<file path="config.mk">
export PLATFORM = sky130hd
export DESIGN_NAME = if_stage
export DESIGN_NICKNAME = d
export VERILOG_FILES = /design/src/rtl/if_stage.sv
export SDC_FILE = /design/constraint.sdc
export NUM_CORES = 1
export LEC_CHECK = 0
export ABC_CLOCK_PERIOD_IN_PS = 2600
export BUFFER_PORTS_ARGS = -buffer_cell sky130_fd_sc_hd__buf_2
export CAP_MARGIN = 20
export CORE_ASPECT_RATIO = 1.4
export CORE_MARGIN = 10
export CORE_UTILIZATION = 26
export DETAILED_ROUTE_END_ITERATION = 12
export SETUP_SLACK_MARGIN = 0.15
export SYNTH_ARGS = -nofsm -noshare
export SYNTH_HDL_FRONTEND = slang
export SYNTH_SLANG_ARGS = --single-unit
</file>
<file path="constraint.sdc">
create_clock -name clk -period 2.6 [get_ports clk]
set_input_delay 0.26 -clock clk [delete_from_list [all_inputs] [get_ports clk]]
set_output_delay 0.26 -clock clk [all_outputs]
set_load 0.005 [all_outputs]
</file>
<file path="src/rtl/if_stage.sv">
// rtl/if_stage.sv - MIPS instruction-fetch stage: PC, IF/ID register, stall/wait/redirect handling
// Optional feature macro: IF_BRANCH_DELAY_SLOT_EN (delay-slot branches, squash_ex tied low).
module if_stage #(
    parameter logic [31:0] RESET_PC = 32'h0000_0000
) (
    input  logic        clk,
    input  logic        rst_n,
    output logic [31:0] imem_addr,
    input  logic [31:0] imem_data,
    input  logic        imem_ready,
    input  logic        stall,
    input  logic        ex_br_taken,
    input  logic [31:0] ex_pc4,
    input  logic [15:0] ex_imm16,
    output logic [31:0] id_inst,
    output logic [31:0] id_pc4,
    output logic        id_valid,
    output logic        squash_ex
);

    logic [31:0] pc_q, pc_d;
    logic [31:0] id_inst_q, id_inst_d;
    logic [31:0] id_pc4_q, id_pc4_d;
    logic        id_valid_q, id_valid_d;

    logic [31:0] pc4;
    logic [31:0] br_target;

    assign pc4       = pc_q + 32'd4;
    assign br_target = ex_pc4 + {{14{ex_imm16[15]}}, ex_imm16, 2'b00};

    // Redirect wins over stall and memory wait so a taken branch is never lost.
    always_comb begin
        pc_d       = pc_q;
        id_inst_d  = id_inst_q;
        id_pc4_d   = id_pc4_q;
        id_valid_d = id_valid_q;
        if (ex_br_taken) begin
            pc_d       = br_target;
            id_inst_d  = 32'h0000_0000;
            id_pc4_d   = 32'h0000_0000;
            id_valid_d = 1'b0;
        end else if (stall) begin
            pc_d = pc_q;
        end else if (!imem_ready) begin
            id_inst_d  = 32'h0000_0000;
            id_pc4_d   = 32'h0000_0000;
            id_valid_d = 1'b0;
        end else begin
            pc_d       = pc4;
            id_inst_d  = imem_data;
            id_pc4_d   = pc4;
            id_valid_d = 1'b1;
        end
    end

    always_ff @(posedge clk or negedge rst_n) begin
        if (!rst_n) begin
            pc_q       <= RESET_PC;
            id_inst_q  <= 32'h0000_0000;
            id_pc4_q   <= 32'h0000_0000;
            id_valid_q <= 1'b0;
        end else begin
            pc_q       <= pc_d;
            id_inst_q  <= id_inst_d;
            id_pc4_q   <= id_pc4_d;
            id_valid_q <= id_valid_d;
        end
    end

    assign imem_addr = pc_q;
    assign id_inst   = id_inst_q;
    assign id_pc4    = id_pc4_q;
    assign id_valid  = id_valid_q;

`ifdef IF_BRANCH_DELAY_SLOT_EN
    // The delay-slot instruction already in ID/EX must execute.
    assign squash_ex = 1'b0;
`else
    assign squash_ex = ex_br_taken;
`endif

endmodule
</file>
==> impl_metrics.ini, run 1 <==
[global_routing]
grt_pass1_wl_um = 30600
grt_remaining_overflow = 0
grt_pass1_vias = 5745
antenna_found_initial = 1
grt_max_degree = 62
grt_util_all_layers_pct = 12.6

[worst_setup_path]
reg2reg_slack_ps = 260
r2r_end = imem_addr[24]$_DFFE_PN0P_
crit_slowest_cell = nor4_1
worstPathBufferInverterCount = 0
crit_path_cell_trace = ha_1 > and3_1 > nand3_1 > nor4_1 > nand3_1 > xnor2_1 > o22ai_1 > a211oi_1
max_stage_delay_ps = 520
critPathRequiredTime_ps = 2860
arrival_ps = 2600
rr_startpoint = imem_addr[2]$_DFFE_PN0P_
critPathLaunchType = flip-flop
critPathKind = flip-flop to flip-flop
rr_worst_depth = 8
critPathMostFrequentCell = nand3_1
critical_path.max_fanout = 5
crit_family = simple AND/OR/NAND/NOR gates
critical_path.endpoint_type = flip-flop

[job]
drv_cap = 0

[sta]
drv_slew = 0
whs_ps = -14.0
fmax_mhz = 427
rsz0062_at_grt = no
fin_crit_sh_pct = 90.1
min_period_ps = 2340
final_hold_viol_count = 14
fin_skew_ps = 8.56
fin_setup_tns_ps = 0
slew_headroom_pct = 31.0
setup_viol = 0
tightest_slew_ps = 1030

[cells_and_area]
nNetsFinal = 984
layout_common_cells = buf_2 (181), dfrtp_1 (97), nand2_1 (68), buf_4 (60), o21ai_0 (59)
drive_gt1_share_pct = 32.0
layout.cells.non_filler = 1178
antenna_cells = 0
area_delta_synth_final_pct = 30.1
layout.cells.most_common = buf_2

[clock_network]
cts.clk_slew.worst_paths_ps = 70
insertion_delay_ps = 340
cts_sinks = 97
post_cts_buffers = 0
cts_buffer_depth = 2
h-tree-depth = 3
clock-root-buffer = clkbuf_16
cts-buffers-inserted = 9
cts_tree = done

[placed_design]
place.gp.congestion = 0.898
detailed_place_hpwl_um = 15800
dpl.cell_count = 1163
port_buffers = 182

[power]
leakage_nw = 3.82
power_mw = 4.50
power_frac_seq_pct = 41.4
switchingPower_mw = 1.42
comb_power_share_pct = 27.8
powerDensity_nw_per_um2 = 562
internal-power_mw = 3.08
p_clk_share_pct = 30.8
vdd_drop_max_mv = 0.316
p_sw_share_pct = 31.5

[synth]
ys_seq_area_share_pct = 39.5
yosys-top-cells-area = dfrtp_1 (39%), ha_1 (6.1%), xnor2_1 (5.7%)
avgSynthCellArea_um2 = 9.40
synth.cell_area_um2 = 6150
synth_top_cell_by_area = dfrtp_1
syn_inst = 654
synth_ff_type = dfrtp_1
yosysWarningCount = 0
synth-edff-count = 0
ys_types = 66
synth_fp_nets = 770
synthDominantCellAreaShare_pct = 39.5
synthArstFlopShare_pct = 100
synth_seq_cells = 97

[floorplanning]
die_y_um = 202
rows = 66
die-width_um = 150
core_um2 = 23300
start_util_pct = 26.4
dieArea_um2 = 30300
io_pins = 183

[routing]
via_count = 5574
drc_errors = 0
wirelength_um = 19500
ant_nets = 0
wl_per_cell_um = 16.5
drt_iter0_markers = 219
first_pass_iters = 4
viasPerCell = 4.73

[outcome]
status = finished, violations left
violations = negative hold slack

[min_path]
hold_path_class = input pin to asynchronous set/reset pin
registers in the layout (all words and copies together), names as in the netlist:
| name | flops |
|---|---|
| id_valid | 1 |
| id_pc4 | 32 |
| imem_addr | 32 |
| id_inst | 32 |
worst max-delay path by stage:
stage / slack (ps) / depth (start not counted) / start / to
after global placement: -160 / 10 / ex_pc4[2] / imem_addr[28]$_DFFE_PN0P_
after floorplan: 90 / 9 / ex_pc4[2] / imem_addr[22]$_DFFE_PN0P_
after global routing: 150 / 11 / ex_pc4[2] / imem_addr[28]$_DFFE_PN0P_
after detailed placement: -200 / 11 / ex_pc4[2] / imem_addr[28]$_DFFE_PN0P_
final: 260 / 8 / imem_addr[2]$_DFFE_PN0P_ / imem_addr[24]$_DFFE_PN0P_
after CTS: 170 / 11 / ex_pc4[2] / imem_addr[28]$_DFFE_PN0P_
worst reg2reg max path, delay by kind of cell (launching register included):
kind,cells,cell delay (ps)
and+or+nand+nor,4,1170
xor gates and xnor gates,1,170
AOI/OAI and AO/OA,2,250
adders and majority gates,1,250
DFF,1,420
cell type report:
type / instances / area [µm²]
fillers: 2441 / 15300
multi-input cells: 506 / 3470
flip-flops and latches: 97 / 2430
repair buffers: 241 / 1360
well taps: 306 / 383
clock buffers: 12 / 267
inverters: 13 / 48.8
clock inverters: 3 / 47.5
power groups by stage:
stage	registers [mW]	logic, mW	clock network, mW
global placement	1.88	1.25	0
finish	1.86	1.25	1.38
floorplan	1.84	0.734	0
global route	1.88	1.40	1.50
CTS	1.86	1.27	1.44
detailed placement	1.89	1.26	0
logic make-up (layout without fill, tap and decap cells):
kind of cell	count (synthesis)	count (layout)	synth area share, %
AOI/OAI and AO/OA	205	205	22.2
xor gates and xnor gates	75	75	10.7
adders and majority gates	31	31	6.43
buffers and inverters	51	269	4.76
DFF	97	97	39.5
muxes	10	10	1.71
and+or+nand+nor	185	185	14.7
layer usage:
layer / global-route usage (%) / vias up / routed length, µm
met5: 0 / - / 13
met4: 5.60 / 2 / 530
met3: 2.50 / 34 / 1050
met2: 22.7 / 166 / 9990
met1: 13.8 / 2577 / 7900
li1: - / 2795 / -
metrics by stage:
step / instance area, µm² / utilization [%] / setup slack (ps) / hold WS (ps)
2_1_floorplan: 6160 / - / 90.1 / -35.6
3_3_place_gp: 7660 / 32.9 / -155 / 395
3_5_place_dp: 7660 / 32.9 / -197 / 399
4_1_cts: 7980 / 34.3 / 172 / 30.1
5_1_grt: 8000 / 34.3 / 153 / 53.3
6_report: 8000 / 34.3 / 258 / -14.0
cells in the mapped netlist, types with 4 or more instances:
library cell	n
nand2_1	68
nor2b_1	6
nand2b_1	5
mux2i_1	6
clkbuf_1	22
nand3_1	18
o21bai_1	5
ha_1	30
nor3_1	12
xor2_1	35
o21a_1	4
and4_1	4
a21oi_1	40
xnor2_1	40
a41oi_1	4
mux2_2	4
clkbuf_8	4
inv_1	13
and3_1	7
nand4_1	10
o22ai_1	5
buf_1	4
dfrtp_1	97
o21ai_0	61
o31ai_1	4
a211oi_1	8
a22o_1	36
nor2_1	36
a21o_1	12
o211ai_1	6
repair_timing:
item	4_1_cts	5_1_grt
gates resized for setup	0	6
hold buffers	0	0
hold endpoints to repair	0	0
setup endpoints to repair	0	6
Power figures use the tool's default switching activity.
==> run 2: changes to the inputs <==
Settings changed: ABC_AREA set to 1.
==> run 2 against run 1 <==
The flow now finishes without violations. Hold slack improved by 140 ps. Global-route usage increased by 2.4 points. Register-to-register slack gained 190 ps. Count of clock-buffer cells in the layout down 1. Routed wire length increased by 32%. Synthesized area is 12% higher. Sequential share of layout area is 1.7 points lower. Sequential power is 3% lower. Synthesized cell count is 53% higher. Via count increased by 26%. First-iteration DRC count grew 100%. Core utilization is 1.9 points lower.
==> impl_metrics.ini, run 2 <==
[placed_design]
detailed_place_hpwl_um = 20800
port_buffers = 182
post-place-ws_ps = 360
place.gp.congestion = 0.956

[power]
powerDensity_nw_per_um2 = 531
vdd_drop_max_mv = 0.315
leakage_nw = 4.74

[synth]
synthArstFlopShare_pct = 100
yosys-top-cells-area = dfrtp_1 (35%), nand2_1 (19%), inv_1 (8.1%)
synth_fp_nets = 1114
synth_ff_type = dfrtp_1
yosysWarningCount = 0
synth_commonest_cells = nand2_1 (345), inv_1 (148), dfrtp_1 (97), nand3_1 (82), nor2_1 (68)
ys_types = 36
synthDominantCellAreaShare_pct = 35.4
synth.cell_area_um2 = 6860
syn_inst = 998
avgSynthCellArea_um2 = 6.87
synth-edff-count = 0
synth_seq_cells = 97
ys_seq_area_share_pct = 35.4
synth_most_common_cell = nand2_1
synth_top_cell_by_area = dfrtp_1

[cells_and_area]
fillCellCount = 2855
drive_gt1_share_pct = 19.9
antenna_cells = 0
nNetsFinal = 1287
layout.cells.most_common = nand2_1
layout_common_cells = nand2_1 (345), buf_2 (181), inv_1 (148), dfrtp_1 (97), nand3_1 (82)
area_delta_synth_final_pct = 23.4

[sta]
fin_setup_tns_ps = 0
setup_slack_ps = 450
min_period_ps = 2150
slew_headroom_pct = 54.8
fin_crit_sh_pct = 82.7
rsz0062_at_grt = no
fmax_mhz = 465
fin_skew_ps = 9.12
whs_ps = 128
tightest_slew_ps = 678
final_hold_viol_count = 0
setup_viol = 0
drv_slew = 0

[floorplanning]
die_y_um = 212
die-width_um = 157
core_um2 = 26100
rows = 70
dieArea_um2 = 33400
start_util_pct = 26.3
io_pins = 183

[global_routing]
grt_util_all_layers_pct = 15.0
grt_pass1_wl_um = 39200
grt_remaining_overflow = 0
antenna_found_initial = 0
grt_max_degree = 98
grt_pass1_vias = 7099

[worst_setup_path]
critPathLaunchType = flip-flop
critPathRequiredTime_ps = 2830
critical_path.max_fanout = 7
crit_path_cell_trace = ha_1 > nand3_1 > inv_1 > nand2_1 > nor2_1 > xor2_1 > o21ai_0 > nand2_1 > nand2_1
crit_family = simple AND/OR/NAND/NOR gates
max_stage_delay_ps = 530
critPathLaunch = imem_addr[2]$_DFFE_PN0P_
critical_path.endpoint_type = flip-flop
arrival_ps = 2380
worstPathBufferInverterCount = 1
crit_slowest_cell = dfrtp_1
rr_startpoint = imem_addr[2]$_DFFE_PN0P_
critPathMostFrequentCell = nand2_1
critPathKind = flip-flop to flip-flop

[clock_network]
cts_tree = done
cts-buffers-inserted = 9
h-tree-depth = 3
cts.clk_slew.worst_paths_ps = 70
insertion_delay_ps = 340
cts_buffer_depth = 2
clock-root-buffer = clkbuf_16
cts_sinks = 97
post_cts_buffers = 0

[routing]
drt_iter0_markers = 444
ant_nets = 0
drc_errors = 0
wl_per_cell_um = 17.1
wirelength_um = 25700
first_pass_iters = 5
via_count = 7022
viasPerCell = 4.68

[min_path]
min_from = imem_data[4]
hold_path_class = input pin to flip-flop

[job]
drv_cap = 0

[outcome]
status = finished, final reports clean
-- run 2: timing repair --
item	4_1_cts	5_1_grt
hold endpoints to repair	31	0
resized for setup	0	0
hold buffers	1	0
-- run 2: routing by layer --
| metal | vias up | share of wire [%] | track usage (%) |
|---|---|---|---|
| li1 | 3556 | - | - |
| met1 | 3208 | 41 | 17.1 |
| met2 | 215 | 51 | 27.4 |
| met3 | 43 | 4.6 | 1.86 |
| met4 | 0 | 3.7 | 6.30 |
| met5 | - | 0 | 0 |
-- run 2: path summary, 6_finish.rpt --
kind | to | slack [ps] | cells past startpoint
worst max-delay path | imem_addr[18]$_DFFE_PN0P_ | 450 | 9
worst min-delay path | id_inst[4]$_DFFE_PN0P_ | 130 | 2
worst max register to register | imem_addr[18]$_DFFE_PN0P_ | 450 | 9
worst min register to register | id_pc4[3]$_DFFE_PN0P_ | 500 | 2
max in group asynchronous | imem_addr[29]$_DFFE_PN0P_ | 1680 | 3
min in group asynchronous | id_inst[4]$_DFFE_PN0P_ | 530 | 3
-- run 2: layout make-up --
type	count	area, µm²	area share (%)
timing repair buffer	191	1010	11.9
tap	324	405	4.79
multi-input combinational	718	3730	44.1
inverter	154	578	6.83
clock inverter	5	78.8	0.932
clock buffer	11	233	2.75
sequential	97	2430	28.7
-- run 2: stage by stage --
step	total power, mW	util, %	area (µm²)	cells
after floorplan	2.53	-	6860	998
after detailed placement	3.11	31.2	8140	1483
final	4.49	32.4	8460	1500
after CTS	4.55	32.4	8460	1500
after global placement	3.11	31.2	8140	1483
after global routing	4.76	32.4	8460	1500
-- run 2: worst register-to-register path, stage by stage, from the launching register on --
cell and delay [ps]:
dfrtp_1 530, ha_1 320, nand3_1 210, inv_1 230, nand2_1 110, nor2_1 140
xor2_1 240, o21ai_0 120, nand2_1 100, nand2_1 40
-- run 2: logic make-up (layout without fill, tap and decap cells) --
group	count (synthesis)	in the layout	share of synthesized area, %
xor gates and xnor gates	21	21	2.68
buffers and inverters	183	361	10.3
and+or+nand+nor	539	539	33.4
DFF	97	97	35.4
AOI/OAI and AO/OA	127	127	12.5
adders and majority gates	31	31	5.77
-- run 2: where the power goes --
part	switching [mW]	internal, mW
logic	0.824	0.451
registers	0.167	1.64
clock network	0.566	0.844
total	1.56	2.93
==> run 3: changes to the inputs <==
Settings changed: ABC_CLOCK_PERIOD_IN_PS 2600 to 2250.
Clock period 2.6 ns to 2.25 ns, I/O delays scaled along.
==> run 3 against run 2 <==
Clock skew about the same. Sequential power rose by 15%. Clock power up 26%. Count of clock-buffer cells in the layout shrank 2. Register-to-register slack got worse by 80 ps. First-iteration DRC count grew 0.68%. Routed wire length is essentially flat. Combinational power increased by 17%. Power is 19% higher.
==> impl_metrics.ini, run 3 (synthesized netlist as in run 2, its figures left out) <==
[outcome]
status = finished, final reports clean

[routing]
wirelength_um = 25600
ant_nets = 0
via_count = 7109
drc_errors = 0
drt_iter0_markers = 447
viasPerCell = 4.70
wl_per_cell_um = 17.0
first_pass_iters = 7

[sta]
rsz0062_at_grt = no
setup_slack_ps = 372
fin_skew_ps = 9.54
drv_slew = 0
slew_headroom_pct = 53.9
fin_crit_sh_pct = 83.5
final_hold_viol_count = 0
min_period_ps = 1880
setup_viol = 0
tightest_slew_ps = 691
fmax_mhz = 532
fin_setup_tns_ps = 0

[cells_and_area]
area_delta_synth_final_pct = 25.1
drive_gt1_share_pct = 20.9
nNetsFinal = 1298
layout.cells.most_common = nand2_1
fillCellCount = 2886
antenna_cells = 0
fin_area_um2 = 8570
layout_common_cells = nand2_1 (345), buf_2 (181), inv_1 (148), dfrtp_1 (97), nand3_1 (82)

[worst_setup_path]
arrival_ps = 2110
critical_path.endpoint_type = flip-flop
r2r_end = imem_addr[18]$_DFFE_PN0P_
critPathKind = flip-flop to flip-flop
worstPathBufferInverterCount = 1
crit_slowest_cell = dfrtp_1
rr_worst_depth = 9
max_stage_delay_ps = 400
rr_startpoint = imem_addr[3]$_DFFE_PN0P_
cp.depth = 9
critPathRequiredTime_ps = 2490
reg2reg_slack_ps = 370
critPathMostFrequentCell = nand2_1
crit_family = simple AND/OR/NAND/NOR gates
critPathLaunchType = flip-flop
crit_path_cell_trace = ha_1 > nand3_1 > inv_1 > nand2_1 > nor2_1 > xor2_1 > o21ai_0 > nand2_1 > nand2_1
critical_path.max_fanout = 5

[clock_network]
cts_buffer_depth = 2
cts.clk_slew.worst_paths_ps = 70
cts-buffers-inserted = 9
h-tree-depth = 3
insertion_delay_ps = 350
cts_sinks = 97
clock-root-buffer = clkbuf_16
cts_tree = done
post_cts_buffers = 0

[floorplanning]
dieArea_um2 = 33400
core_um2 = 26100
start_util_pct = 26.3
die-width_um = 157
rows = 70
io_pins = 183
die_y_um = 212

[min_path]
hold_path_class = input pin to flip-flop
min_to = id_inst[12]$_DFFE_PN0P_
hold_depth = 2
min_from = imem_data[12]

[power]
leakage_nw = 4.80
vdd_drop_max_mv = 0.370
powerDensity_nw_per_um2 = 623

[job]
drv_cap = 0

[placed_design]
dpl_cell_area_um2 = 8220
place.gp.congestion = 0.913
post-place-ws_ps = 41.2
port_buffers = 182
detailed_place_hpwl_um = 21000

[global_routing]
grt_remaining_overflow = 0
grt_util_all_layers_pct = 15.2
grt_pass1_wl_um = 39600
grt_max_degree = 90
grt_pass1_vias = 7236
antenna_found_initial = 0
## run 3: cell type report
type                    count  area [µm²]  area share, %
repair buffers            202        1090           12.7
inverters                 154         578           6.74
clock inverters             7         116           1.36
clock buffers               9         225           2.63
flip-flops and latches     97        2430           28.3
well taps                 324         405           4.73
multi-input cells         718        3730           43.5
## run 3: metal layers
metal	part of all wire, %	up-vias	GRT usage (%)	wire (µm)
met4	2.7	0	5.30	699
met1	40	3269	16.7	10300
met5	0	-	0	0
met3	5.0	39	2.37	1290
li1	-	3575	-	-
met2	52	226	28.5	13400
## run 3: how the worst max path moves through the flow
stage,startpoint,to
floorplan,ex_pc4[2],imem_addr[30]$_DFFE_PN0P_
global placement,ex_imm16[15],imem_addr[27]$_DFFE_PN0P_
detailed placement,ex_imm16[15],imem_addr[27]$_DFFE_PN0P_
CTS,imem_addr[3]$_DFFE_PN0P_,imem_addr[16]$_DFFE_PN0P_
global route,imem_addr[3]$_DFFE_PN0P_,imem_addr[18]$_DFFE_PN0P_
finish,imem_addr[3]$_DFFE_PN0P_,imem_addr[18]$_DFFE_PN0P_
## run 3: metrics by stage
stage,hold WS [ps],utilization (%),instances,total power [mW]
6_report,95.9,32.9,1511,5.34
5_1_grt,92.1,32.9,1511,5.69
3_5_place_dp,175,31.5,1494,3.62
3_3_place_gp,170,31.5,1494,3.61
2_1_floorplan,-70.6,-,998,2.92
4_1_cts,86.4,32.8,1511,5.41
## run 3: repair_timing
action,in CTS,in global routing
hold buffers,1,0
resized for setup,0,1
endpoints found under the hold margin,26,0
endpoints found under the setup margin,0,1
## run 3: power breakdown
part           internal (mW)  total, mW  switching, mW  leakage (nW)
Combinational          0.538       1.49          0.956          3.37
Sequential              1.89       2.08          0.187          1.27
Clock                   1.09       1.77          0.679         0.166
